## src/rtl/hazard_ctrl.sv

```systemverilog
// Pipeline sequencer for the five-stage core: register write/clear enables, PC enable,
// memory-completion latching, load-use bubbles, branch/jump flushes and HALT holding.
module hazard_ctrl (
    input  logic        CLK,
    input  logic        nRST,
    input  logic        ihit,
    input  logic        dhit,
    input  logic        exmem_dREN,
    input  logic        exmem_dWEN,
    input  logic        idex_dREN,
    input  logic [4:0]  idex_rt,
    input  logic [4:0]  ifid_rs,
    input  logic [4:0]  ifid_rt,
    input  logic        ifid_uses_rt,
    input  logic        branch_taken,
    input  logic        jump_id,
    input  logic        halt_wb,
    output logic        pcWEN,
    output logic        ifid_W,
    output logic        idex_W,
    output logic        exmem_W,
    output logic        memwb_W,
    output logic        ifid_RST,
    output logic        idex_RST,
    output logic        exmem_RST,
    output logic        memwb_RST,
    output logic        halt,
    output logic [15:0] stall_cnt,
    output logic [15:0] flush_cnt
);

    typedef enum logic {RUN, HALTED} state_t;

    state_t state, next_state;
    logic   i_done, d_done;
    logic   mem_op, i_ok, d_ok, advance, load_use;
    logic   stall_inc, flush_inc;

    function automatic logic [15:0] sat_inc(input logic [15:0] v);
        return (v == 16'hFFFF) ? v : v + 16'd1;
    endfunction

    assign mem_op   = exmem_dREN | exmem_dWEN;
    assign i_ok     = ihit | i_done;
    assign d_ok     = ~mem_op | dhit | d_done;
    // nRST gates advance so every enable is forced low while reset is held
    assign advance  = nRST & (state == RUN) & i_ok & d_ok;
    assign load_use = idex_dREN & (idex_rt != 5'd0) &
                      ((idex_rt == ifid_rs) | (ifid_uses_rt & (idex_rt == ifid_rt)));

    always_comb begin
        next_state = state;
        pcWEN      = 1'b0;
        ifid_W     = 1'b0;
        idex_W     = 1'b0;
        exmem_W    = 1'b0;
        memwb_W    = 1'b0;
        ifid_RST   = 1'b0;
        idex_RST   = 1'b0;
        exmem_RST  = 1'b0;
        memwb_RST  = 1'b0;
        stall_inc  = 1'b0;
        flush_inc  = 1'b0;

        if (state == RUN && nRST && !advance) begin
            stall_inc = 1'b1;
        end

        if (advance) begin
            if (halt_wb) begin
                ifid_W     = 1'b1;
                idex_W     = 1'b1;
                exmem_W    = 1'b1;
                memwb_W    = 1'b1;
                next_state = HALTED;
            end else if (branch_taken) begin
                pcWEN     = 1'b1;
                memwb_W   = 1'b1;
                ifid_RST  = 1'b1;
                idex_RST  = 1'b1;
                exmem_RST = 1'b1;
                flush_inc = 1'b1;
            end else if (load_use) begin
                // hold PC and IF/ID, drop a bubble into EX
                idex_RST  = 1'b1;
                exmem_W   = 1'b1;
                memwb_W   = 1'b1;
                stall_inc = 1'b1;
            end else if (jump_id) begin
                pcWEN     = 1'b1;
                ifid_RST  = 1'b1;
                idex_W    = 1'b1;
                exmem_W   = 1'b1;
                memwb_W   = 1'b1;
                flush_inc = 1'b1;
            end else begin
                pcWEN   = 1'b1;
                ifid_W  = 1'b1;
                idex_W  = 1'b1;
                exmem_W = 1'b1;
                memwb_W = 1'b1;
            end
        end
    end

    always_ff @(posedge CLK or negedge nRST) begin
        if (!nRST) begin
            state     <= RUN;
            i_done    <= 1'b0;
            d_done    <= 1'b0;
            halt      <= 1'b0;
            stall_cnt <= 16'd0;
            flush_cnt <= 16'd0;
        end else begin
            state <= next_state;
            // completions arriving ahead of their partner are held until the pipe moves
            if (advance) begin
                i_done <= 1'b0;
                d_done <= 1'b0;
            end else if (state == RUN) begin
                if (ihit)
                    i_done <= 1'b1;
                if (dhit && mem_op)
                    d_done <= 1'b1;
            end
            if (next_state == HALTED)
                halt <= 1'b1;
            if (stall_inc)
                stall_cnt <= sat_inc(stall_cnt);
            if (flush_inc)
                flush_cnt <= sat_inc(flush_cnt);
        end
    end

endmodule
```

## config.mk

```make
export PLATFORM = sky130hd
export DESIGN_NAME = hazard_ctrl
export DESIGN_NICKNAME = d
export VERILOG_FILES = /design/src/rtl/hazard_ctrl.sv
export SDC_FILE = /design/constraint.sdc
export NUM_CORES = 1
export LEC_CHECK = 0
export CAP_MARGIN = 20
export CELL_PAD_IN_SITES_DETAIL_PLACEMENT = 1
export CELL_PAD_IN_SITES_GLOBAL_PLACEMENT = 1
export CORE_UTILIZATION = 36
export DETAILED_ROUTE_END_ITERATION = 16
export HOLD_SLACK_MARGIN = 0.15
export PLACE_DENSITY_LB_ADDON = 0.1
export SYNTH_ARGS = -nofsm -noshare
export SYNTH_HDL_FRONTEND = slang
export SYNTH_SLANG_ARGS = --single-unit
```

## constraint.sdc

```tcl
create_clock -name CLK -period 2.9 [get_ports CLK]
set_input_delay 0.58 -clock CLK [delete_from_list [all_inputs] [get_ports CLK]]
set_output_delay 0.58 -clock CLK [all_outputs]
set_load 0.005 [all_outputs]
```

### Word level (Yosys, flattened, before mapping)

Cells that the tools add are included.

* bitwise logic cells: 15
* $mul: 0
* equal/unequal tests: 5
* $add $sub $neg: 2
* div/mod/pow operators: 0
* reduce and logical (&&, ||, !) cells: 11
* order comparisons: 0
* multiplexer cells: 41
* shifts and indexed selects: 0

Operators with widths (number)
* 1-bit 2-to-1 mux: 41
* 16-bit by 1-bit adder with 16-bit output (second input constant): 2
* 16-bit equality test (second input constant): 2
* 5-bit equality test: 2
* 2-bit AND reduction: 4
* 1-bit AND: 6
* 1-bit OR: 5
* 5-bit nonzero test: 1
* 1-bit NOT: 4
* 2-bit nonzero test: 2
* 1-bit logical AND: 3
* 2-bit by 1-bit inequality test with 1-bit output (second input constant): 1
* 1-bit logical NOT: 1

* input port bits: 26
* latch bits: 0
* flip-flop bits (word level): 36
* memory bits (writable): 0
* memories kept: 0
* bits in read-only memories: 0

### Longest topological paths before layout

* depth after elaboration: 13
* mapped depth: 7

### Worst setup path after synthesis

No wires, ideal clock.

* path type: input-to-output
* start point: in idex_rt[3]
* end point: out ifid_RST
* stages on the path: 5
* slack: 610 ps
* data required time: 2320 ps
* arrival time: 1710 ps
* path through: xor2_1 -> nor4_2 -> a32oi_2 -> o31a_4 -> buf_6

* longest elaborated chain between the ends: 8
* elaborated cells between the ends (all ways): 11
* classes of those cells: 2 x eq/ne; 4 x mux; 4 x bitwise; 1 x reduce/logical

RTL lines
* start: declaration: line 11 `input logic [4:0] idex_rt,`
* 5-bit equality test: line 49 `((idex_rt == ifid_rs) | (ifid_uses_rt & (idex_rt == ifid_rt)));`
* 1-bit AND: line 49
* 1-bit OR: line 49
* 1-bit AND *: line 48 `assign load_use = idex_dREN & (idex_rt != 5'd0) &`
* 1-bit 2-to-1 mux *: line 83 `end else if (load_use) begin`
* 1-bit 2-to-1 mux *: line 76 `end else if (branch_taken) begin`
* 1-bit 2-to-1 mux *: line 70 `if (halt_wb) begin`
* 1-bit 2-to-1 mux *: line 69 `if (advance) begin`
* end: declaration: line 23 `output logic ifid_RST,`

Every way passes the cells marked *; elsewhere a longest branch is shown, timed or not.

### Worst setup path in the final report

* start point: in ifid_rt[4]
* end point: out idex_W

* longest elaborated chain between the ends: 8

RTL lines
* start: declaration: line 13 `input logic [4:0] ifid_rt,`
* 5-bit equality test: line 49
* 1-bit AND: line 49
* 1-bit OR: line 49
* 1-bit AND: line 48
* 1-bit 2-to-1 mux: line 83
* 1-bit 2-to-1 mux: line 76
* 1-bit 2-to-1 mux: line 70
* 1-bit 2-to-1 mux: line 69
* end: declaration: line 20 `output logic idex_W,`

No other way between the ends.

==> out/qor.yml <==
detailed_routing:
  drc: 0
  drt_wl_total_mm: 5.63
  wl_per_cell_um: 15.9
  vias: 1782
  vias_per_cell: 5.03
  first_iter_violations: 32
  drt_first_pass_iters: 4
  ant_nets: 0
clocking:
  clockRootBuffer: "clkbuf_8"
  cts_tree: "done"
  numCtsBuffers: 5
  clkLatencyLatePin_ns: 0.29
  clock-sinks: 36
  clockBufferDepth: 2
  htreeDepth: 2
  clkTransAtPathRegs_ns: 0.08
power:
  p_int_uw: 807
  finalPower_uw: 1050
  max-vdd-ir-drop_uv: 206
  p_switching_uw: 239
  p_comb_frac: 0.088
  powerDensity_nw_per_um2: 351
  seq_power_share: 0.482
  leakage_uw: 0.00131
  p_sw_frac: 0.229
  power_frac_clock: 0.430
final_layout:
  drive_above_1_share: 0.169
  layout_common_cells: "53 x clkdlybuf4s50_1, 36 x dfrtp_1, 27 x xnor2_1"
  area_growth_syn_to_layout_pct: 51.5
  layout_commonest_cell: "clkdlybuf4s50_1"
  n_fill_cell: 578
  nNetsFinal: 311
  final_cell_count_no_fill: 354
  n_antenna_cell: 0
worst_setup_path:
  cp_slowest_cell: "clkdlybuf4s50_1"
  critPathKind: "primary input to output pin"
  cp_max_fo: 3
  required_ns: 2.32
  cpLargestDelayFamily: "buffers and inverters"
  rr_worst_depth: 8
  end_kind: "output pin"
  worst-path-buf-inv: 2
  cp.depth: 8
  critPathMaxStageDelay_ns: 0.41
  crit_top_cell: "nor2_2"
  worstPathArrival_ns: 2.30
  cp-start-kind: "primary input"
  crit_chain: "clkdlybuf4s50_1 -> xor2_1 -> nor4_2 -> a32oi_2 -> nor2_2 -> nor2_2 -> o21a_1 -> clkdlybuf4s15_1"
timing:
  finClkSkew_ns: 0.00563
  finalSetupViolCount: 0
  fmaxAchievable_mhz: 347
  setup_ws_ns: 0.0214
  final_max_slew_viol_count: 0
  fin_setup_tns_ns: 0
  whs_ns: 0.392
  fin_crit_ns: 2.88
  hold_violations: 0
  rsz0062_at_grt: "true"
  fin_crit_sh: 0.993
placed_design:
  detailed_place_hpwl_mm: 4.04
  gp_congestion: 0.758
  io_buffers: 66
  dp_slack_ns: -0.353
  placed_cells: 342
die:
  rows: 26
  start_util: 0.380
  fp.dieW_um: 75.9
  core_area_um2: 5170
  die_area_um2: 5760
  die_h_um: 75.9
  io_pins: 68
synthesis:
  yosysWarnings: 0
  synthCells: 193
  ys_seq_area_frac: 0.458
  synthesis.area_um2: 1970
  syn_nets: 221
  synth_seq_cells: 36
  syn_avg_cell_area_um2: 10.2
  ys_types: 40
worst_hold_path:
  hp-class: "primary input to asynchronous set/reset pin"
run_status:
  status: "finished clean"
global_routing:
  track_usage: 0.198
  grt_pass1_wl_mm: 8.43
  grt_max_degree: 37
  antenna_found_initial: 0
  first_global_vias: 1767
  gr-total-overflow: 0
job:
  max_cap_viol_count: 0
repair_timing:
item                       4_1_cts  5_1_grt
resized for setup               14       12
buffers inserted                 2        2
gates cloned                     0        0
hold buffers                     0        0
setup endpoints to repair        7        8
pin swaps                        6        3
hold endpoints to repair         0        0
stage by stage:
step                      instance area, µm²  utilization
final                                   2980        0.576
after global routing                    2980        0.576
after CTS                               2940        0.568
after detailed placement                2810        0.543
after global placement                  2810        0.543
after floorplan                         1970            -
flip-flops by register name, indices dropped and copies added (netlist names):
name,flops
i_done,1
state,1
flush_cnt,16
halt,1
stall_cnt,16
d_done,1
cell type report:
type                            count  area, µm²  share of cell area
Clock buffer                        5       68.8              0.0231
Clock inverter                      3       42.5              0.0143
Inverter                            4       15.0             0.00504
Multi-Input combinational cell    149       1060               0.355
Sequential cell                    36        901               0.303
Tap cell                           70       87.6              0.0294
Timing Repair Buffer               87        807               0.271
worst paths after layout:
check                           startpoint      endpoint  slack, ns
worst min register to register        halt          halt       0.48
min in group CLK                      halt          halt       0.48
max in group asynchronous             nRST  flush_cnt[5]       2.16
worst max-delay path            ifid_rt[4]        idex_W       0.02
worst min-delay path                  nRST  stall_cnt[6]       0.39
worst max register to register       state  flush_cnt[7]       0.70
cell usage after synthesis, drive strengths merged:
cell    count  share of area
mux2        4          0.023
nor2b       1         0.0032
o21ai       3          0.011
nand4b      1         0.0045
or3b        1         0.0045
inv         4         0.0076
nand3b      1         0.0038
and3        9          0.029
and2        1         0.0032
a21oi       3         0.0076
ha          2          0.013
nor3        9          0.025
nor3b       1         0.0038
conb        1         0.0019
nand2      16          0.031
nor2       13          0.025
buf         4          0.015
o31ai       1         0.0038
xor2       11          0.049
and4        3          0.013
a32oi       1         0.0083
nor4        1         0.0064
or4         2         0.0076
nand4      10          0.032
xnor2      27           0.12
nor4b       1         0.0045
and4bb      1         0.0064
o31a        1         0.0089
dfrtp      36           0.46
or3         1         0.0032
o311ai      1         0.0045
o21a        2         0.0076
and3b       1         0.0045
nand3      17          0.043
or2         2         0.0064
power groups by stage:
stage	clock network, µW	logic (µW)	registers (µW)
after CTS	464	88.8	504
after floorplan	0	22.7	514
after detailed placement	0	87.0	514
final	450	92.4	504
after global placement	0	85.7	514
after global routing	478	100	505
kinds of logic after synthesis:
family	synth area share
simple gates	0.260
xor+xnor	0.169
flops	0.458
compound gates	0.0522
buf+inv	0.0229
mux	0.0229
fa+ha+maj	0.0127
other cells	0.00191
routing by layer:
metal / wire (µm) / GRT usage / vias to the layer above
met5: 0 / 0 / -
met4: 108 / 0.0720 / 0
met3: 331 / 0.0397 / 10
met2: 2660 / 0.327 / 54
met1: 2530 / 0.256 / 862
li1: - / - / 856
No activity file was read; power rests on OpenSTA's default activity.
==> patch 1: new RTL, same settings <==
Put one more register stage on the output `flush_cnt`, without a reset. The value now appears one clock later. The other outputs are not delayed to match.
--- a/src/rtl/hazard_ctrl.sv
+++ b/src/rtl/hazard_ctrl.sv
@@ -31,4 +31,6 @@
 
     typedef enum logic {RUN, HALTED} state_t;
+
+    logic [15:0] flush_cnt_s0;
 
     state_t state, next_state;
@@ -111,5 +113,5 @@
             halt      <= 1'b0;
             stall_cnt <= 16'd0;
-            flush_cnt <= 16'd0;
+            flush_cnt_s0 <= 16'd0;
         end else begin
             state <= next_state;
@@ -129,7 +131,11 @@
                 stall_cnt <= sat_inc(stall_cnt);
             if (flush_inc)
-                flush_cnt <= sat_inc(flush_cnt);
+                flush_cnt_s0 <= sat_inc(flush_cnt_s0);
         end
     end
 
+    always_ff @(posedge CLK) begin
+        flush_cnt <= flush_cnt_s0;
+    end
+
 endmodule
Formal check against the unedited RTL: not equivalent (a bounded check fails within 4 cycles, from zero or initial values and one cycle with nRST low).
==> patch 1 against the original RTL <==
  * Sequential cell count rose by 16
  * Wire length fell by 0.48%
  * Final area rose by 12%
  * Clock skew rose by 0.0054 ns
  * Worst setup slack improved by 0.015 ns
  * Power rose by 19%
  * Worst hold slack got worse by 0.074 ns
  * Area after synthesis rose by 15%
  * Critical endpoint is now ifid_W
  * Largest power group unchanged
==> patch 1: results (changes against the original RTL) <==
drt wl/cell=15.0 um (-5.8%); clk_lat worst skew=0.31 ns (+0.02 ns); Cells after Synth=203 (+5.2%); Synth area leaders=dfrtp_1 40%, dfxtp_1 14%, xor2_1 9.3%; vias per cell=4.78 (-5.1%); vias in the first global route=1,916 (+8.4%); Antenna diodes=0 (unchanged); synth warn=0 (unchanged); fraction of registers with async set/reset=69.2% (-31 points); non-filler cells, final=374 (+5.6%); Syn Nets=231 (+4.5%); final-report max-slew violation count=0 (unchanged); Hold Path Class=in -> async; Worst Path Max Fanout=2 (-1); DRT iter0 DRCs=34 (+6.3%); largest registers=flush_cnt: 16 flops, flush_cnt_s0: 16 flops, stall_cnt: 16 flops; status=complete, no violations; Yosys top cell area share=39.7% (-6.1 points); combinational share of power=7.6% (-1.2 points); number of library cell types mapped by synthesis=36 (-10%); family with the most delay on the worst path=buffers and inverters; worst vdd ir=0.254 mV (+23%); Clock Skew=0.0110 ns (+0.00540 ns); Seq/Total Area, Yosys=53.8% (+8.0 points); Total GRT Usage=18.6% (-1.2 points); static leakage=1.49 nW (+14%); Crit path arrival time=2.28 ns (-0.02 ns); layout cells sized above 1=19.4% (+2.5 points); gpl congestion=0.757 (about the same); Area after DPL=3120 um^2 (+11%); first-pass GRT wire length=9.13 mm (+8.3%); sw frac=23.8% (+0.92 points); most frequent cells after synthesis=36 x dfrtp_1, 24 x xor2_1, 23 x nor2_1, 17 x nand3_1; Slew @ Worst Pin=0.588 ns; Reg clk slew, reported paths=0.10 ns (+0.02 ns); Critical Path Max Stage Delay=0.48 ns (+0.07 ns); Placed Cells=357 (+4.4%); drt first pass iters=3 (-1); Flop pwr share=58.0% (+9.8 points); Setup WS pre-CTS=-0.402 ns (-0.0482 ns); Power, Total=1.24 mW (+19%); Final nets=326 (+4.8%)
-- patch 1: changes by cell type in the layout (fill, tap and decap cells not counted), sizes merged, moves of 5 or more --
cell	delta
dlygate4sd2	+5
xor2	+13
dfxtp	+16
nor2	+10
and3	-6
xnor2	-12
-- patch 1: final cells by class --
class                   count  area [um^2]
fillers                   669         2670
flip-flops and latches     52         1220
multi-input cells         145         1080
repair buffers             89          813
well taps                  75         93.8
clock buffers               5         68.8
clock inverters             3         26.3
inverters                   5         18.8
-- patch 1: kinds of logic after synthesis --
logic type / Yosys count / share of synthesized area, %
fa+ha+maj: 2 / 1.10
compound gates: 13 / 6.56
xor+xnor: 39 / 15.1
mux: 2 / 0.993
buf+inv: 6 / 1.16
simple gates: 88 / 21.1
flops: 52 / 53.8
other cells: 1 / 0.165
-- patch 1: path summary, 6_finish.rpt --
path | cells past startpoint | slack (ns) | start | to
max in group asynchronous | 2 | 2.25 | nRST | flush_cnt_s0[5]
min in group CLK | 0 | 0.42 | flush_cnt_s0[13] | flush_cnt[13]
setup reg to reg | 9 | 0.66 | state | flush_cnt_s0[6]
setup / recovery | 9 | 0.04 | ifid_rs[4] | ifid_W
hold reg to reg | 0 | 0.42 | flush_cnt_s0[13] | flush_cnt[13]
hold / removal | 2 | 0.32 | nRST | halt
-- patch 1: routing by layer --
layer / GRT usage, % / routed length, um
met1: 21.4 / 2440
met2: 34.0 / 2910
met3: 3.48 / 154
met4: 6.07 / 94
met5: 0 / 0
-- patch 1: what timing repair did --
| item | 4_1_cts | 5_1_grt |
|---|---|---|
| pin swaps | 7 | 9 |
| gates resized for setup | 28 | 11 |
| endpoints found under the setup margin | 8 | 4 |
| cloned | 0 | 0 |
| setup buffers | 7 | 2 |
==> patch 2: new RTL, config.mk and constraints unchanged <==
Without the edit above. Reset style: synchronous (`nRST`), changed in one clocked block.
--- a/src/rtl/hazard_ctrl.sv
+++ b/src/rtl/hazard_ctrl.sv
@@ -104,5 +104,5 @@
     end
 
-    always_ff @(posedge CLK or negedge nRST) begin
+    always_ff @(posedge CLK) begin
         if (!nRST) begin
             state     <= RUN;
Behaviour: differs if nRST is asserted again (counterexample within 4 cycles, from zero or initial values and one cycle with nRST low); with nRST held inactive, the same outputs for 10 cycles.
==> patch 2 against the original RTL <==
  * Sequential cell count did not move
  * Power grew 0.68%
  * Area after synthesis shrank 0.89%
  * Final area shrank 1.8%
  * Critical path depth grew 2
  * Worst setup slack improved by 0.088 ns
  * Worst hold slack better by 0.066 ns
  * Wire length fell by 0.52%
==> patch 2: results (changes against the original RTL) <==
final setup margin=0.109 ns (+0.0877 ns); non-filler cells, final=392 (+11%); vias in the first global route=1,854 (+4.9%); reg2reg path depth=7 (-1); gpl congestion=0.798 (+5.4%); Seq/Total Area, Yosys=37.0% (-8.8 points); status=complete, no violations; Placed Cells=379 (+11%); first-pass GRT wire length=8.56 mm (+1.6%); Worst Path Max Fanout=2 (-1); Syn Nets=261 (+18%); Synth Area in Compound Gates=7.96% (+2.7 points); Synth area leaders=dfxtp_1 37%, xnor2_1 9.0%, mux2i_1 8.7%; layout cells sized above 1=13.0% (-3.9 points); Setup WS pre-CTS=-0.437 ns (-0.0836 ns); largest net degree at the start of global routing=27 (-27%); Clock Skew=0.00785 ns (+0.00221 ns); fraction of registers with async set/reset=0% (-100 points); most frequent cells after synthesis=36 x dfxtp_1, 35 x nand2_1, 26 x nor2_1, 20 x xnor2_1, 17 x mux2i_1; hpwl dp=4.25 mm (+5.1%); Synth Flop Type=dfxtp_1; mux contribution to synthesized area=8.73% (+6.4 points); Total GRT Usage=20.1% (+0.27 points); DRT iter0 DRCs=69 (+120%); Crit path arrival time=2.21 ns (-0.09 ns); sw frac=25.2% (+2.3 points); Fillers=624 (+8.0%); R2R setup slack=0.66 ns (-0.04 ns); synthesized area per cell=8.36 um^2 (-18%); Hold Path Class=reg -> reg; static leakage=1.17 nW (-11%)
[patch 2: cell count changes after synthesis, moves of 6 or more]
cell,before,now
dfrtp_1,36,0
dfxtp_1,0,36
nand2_1,16,35
mux2i_1,0,17
nor2_1,13,26
xor2_1,11,1
nand2b_1,0,8
xnor2_1,27,20
a21oi_1,3,9
[patch 2: final timing paths]
kind	from	to
min reg2reg	halt	halt
min	halt	halt
max reg2reg	flush_cnt[6]	flush_cnt[14]
max	idex_rt[1]	idex_W
[patch 2: kinds of logic after synthesis]
kind of cell	after synthesis
muxes	17
DFF	36
and+or+nand+nor	121
other	1
buffers and inverters	13
xor gates and xnor gates	21
adders and majority gates	2
AOI/OAI and AO/OA	22
[patch 2: power by group through the flow]
stage,Combinational (mW),Clock (mW),Sequential (mW)
6_report,0.167,0.376,0.511
5_1_grt,0.182,0.411,0.512
4_1_cts,0.165,0.393,0.511
3_5_place_dp,0.160,0,0.523
3_3_place_gp,0.154,0,0.522
2_1_floorplan,0.0677,0,0.522
[patch 2: routing by layer]
| metal | track usage, % | vias to the layer above | share of wire, % |
|---|---|---|---|
| li1 | - | 988 | - |
| met1 | 24.8 | 920 | 47 |
| met2 | 34.3 | 52 | 46 |
| met3 | 5.16 | 7 | 6.2 |
| met4 | 6.17 | 0 | 1.2 |
| met5 | 0 | - | 0 |
[patch 2: cell type report]
class,instances,area (um^2),area share [%]
flip-flops and latches,36,721,24.6
clock inverters,1,7.51,0.257
inverters,8,30.0,1.03
repair buffers,86,798,27.3
clock buffers,7,86.3,2.95
multi-input cells,184,1190,40.8
well taps,70,87.6,3.00
[patch 2: timing repair]
item	in CTS	in global routing
hold buffers	0	0
pin swaps	4	5
resized for setup	17	5
setup buffers	5	1
endpoints found under the hold margin	0	0
endpoints found under the setup margin	5	5
[patch 2: per-stage QoR]
| step | utilization [%] | area (um^2) | setup TNS (ns) |
|---|---|---|---|
| after floorplan | - | 1950 | 0 |
| after global placement | 53.7 | 2780 | -1.21 |
| after detailed placement | 53.7 | 2780 | -2.10 |
| after CTS | 56.4 | 2920 | 0 |
| after global routing | 56.5 | 2920 | 0 |
| final | 56.5 | 2920 | 0 |
[patch 2: worst max-delay path, stage by stage]
cell	delay, ns
dlygate4sd2_1	0.25
or4_4	0.54
o21ai_4	0.16
inv_2	0.06
a21oi_2	0.14
buf_4	0.13
buf_4	0.09
nor2_1	0.03
nor2_1	0.10
buf_2	0.12
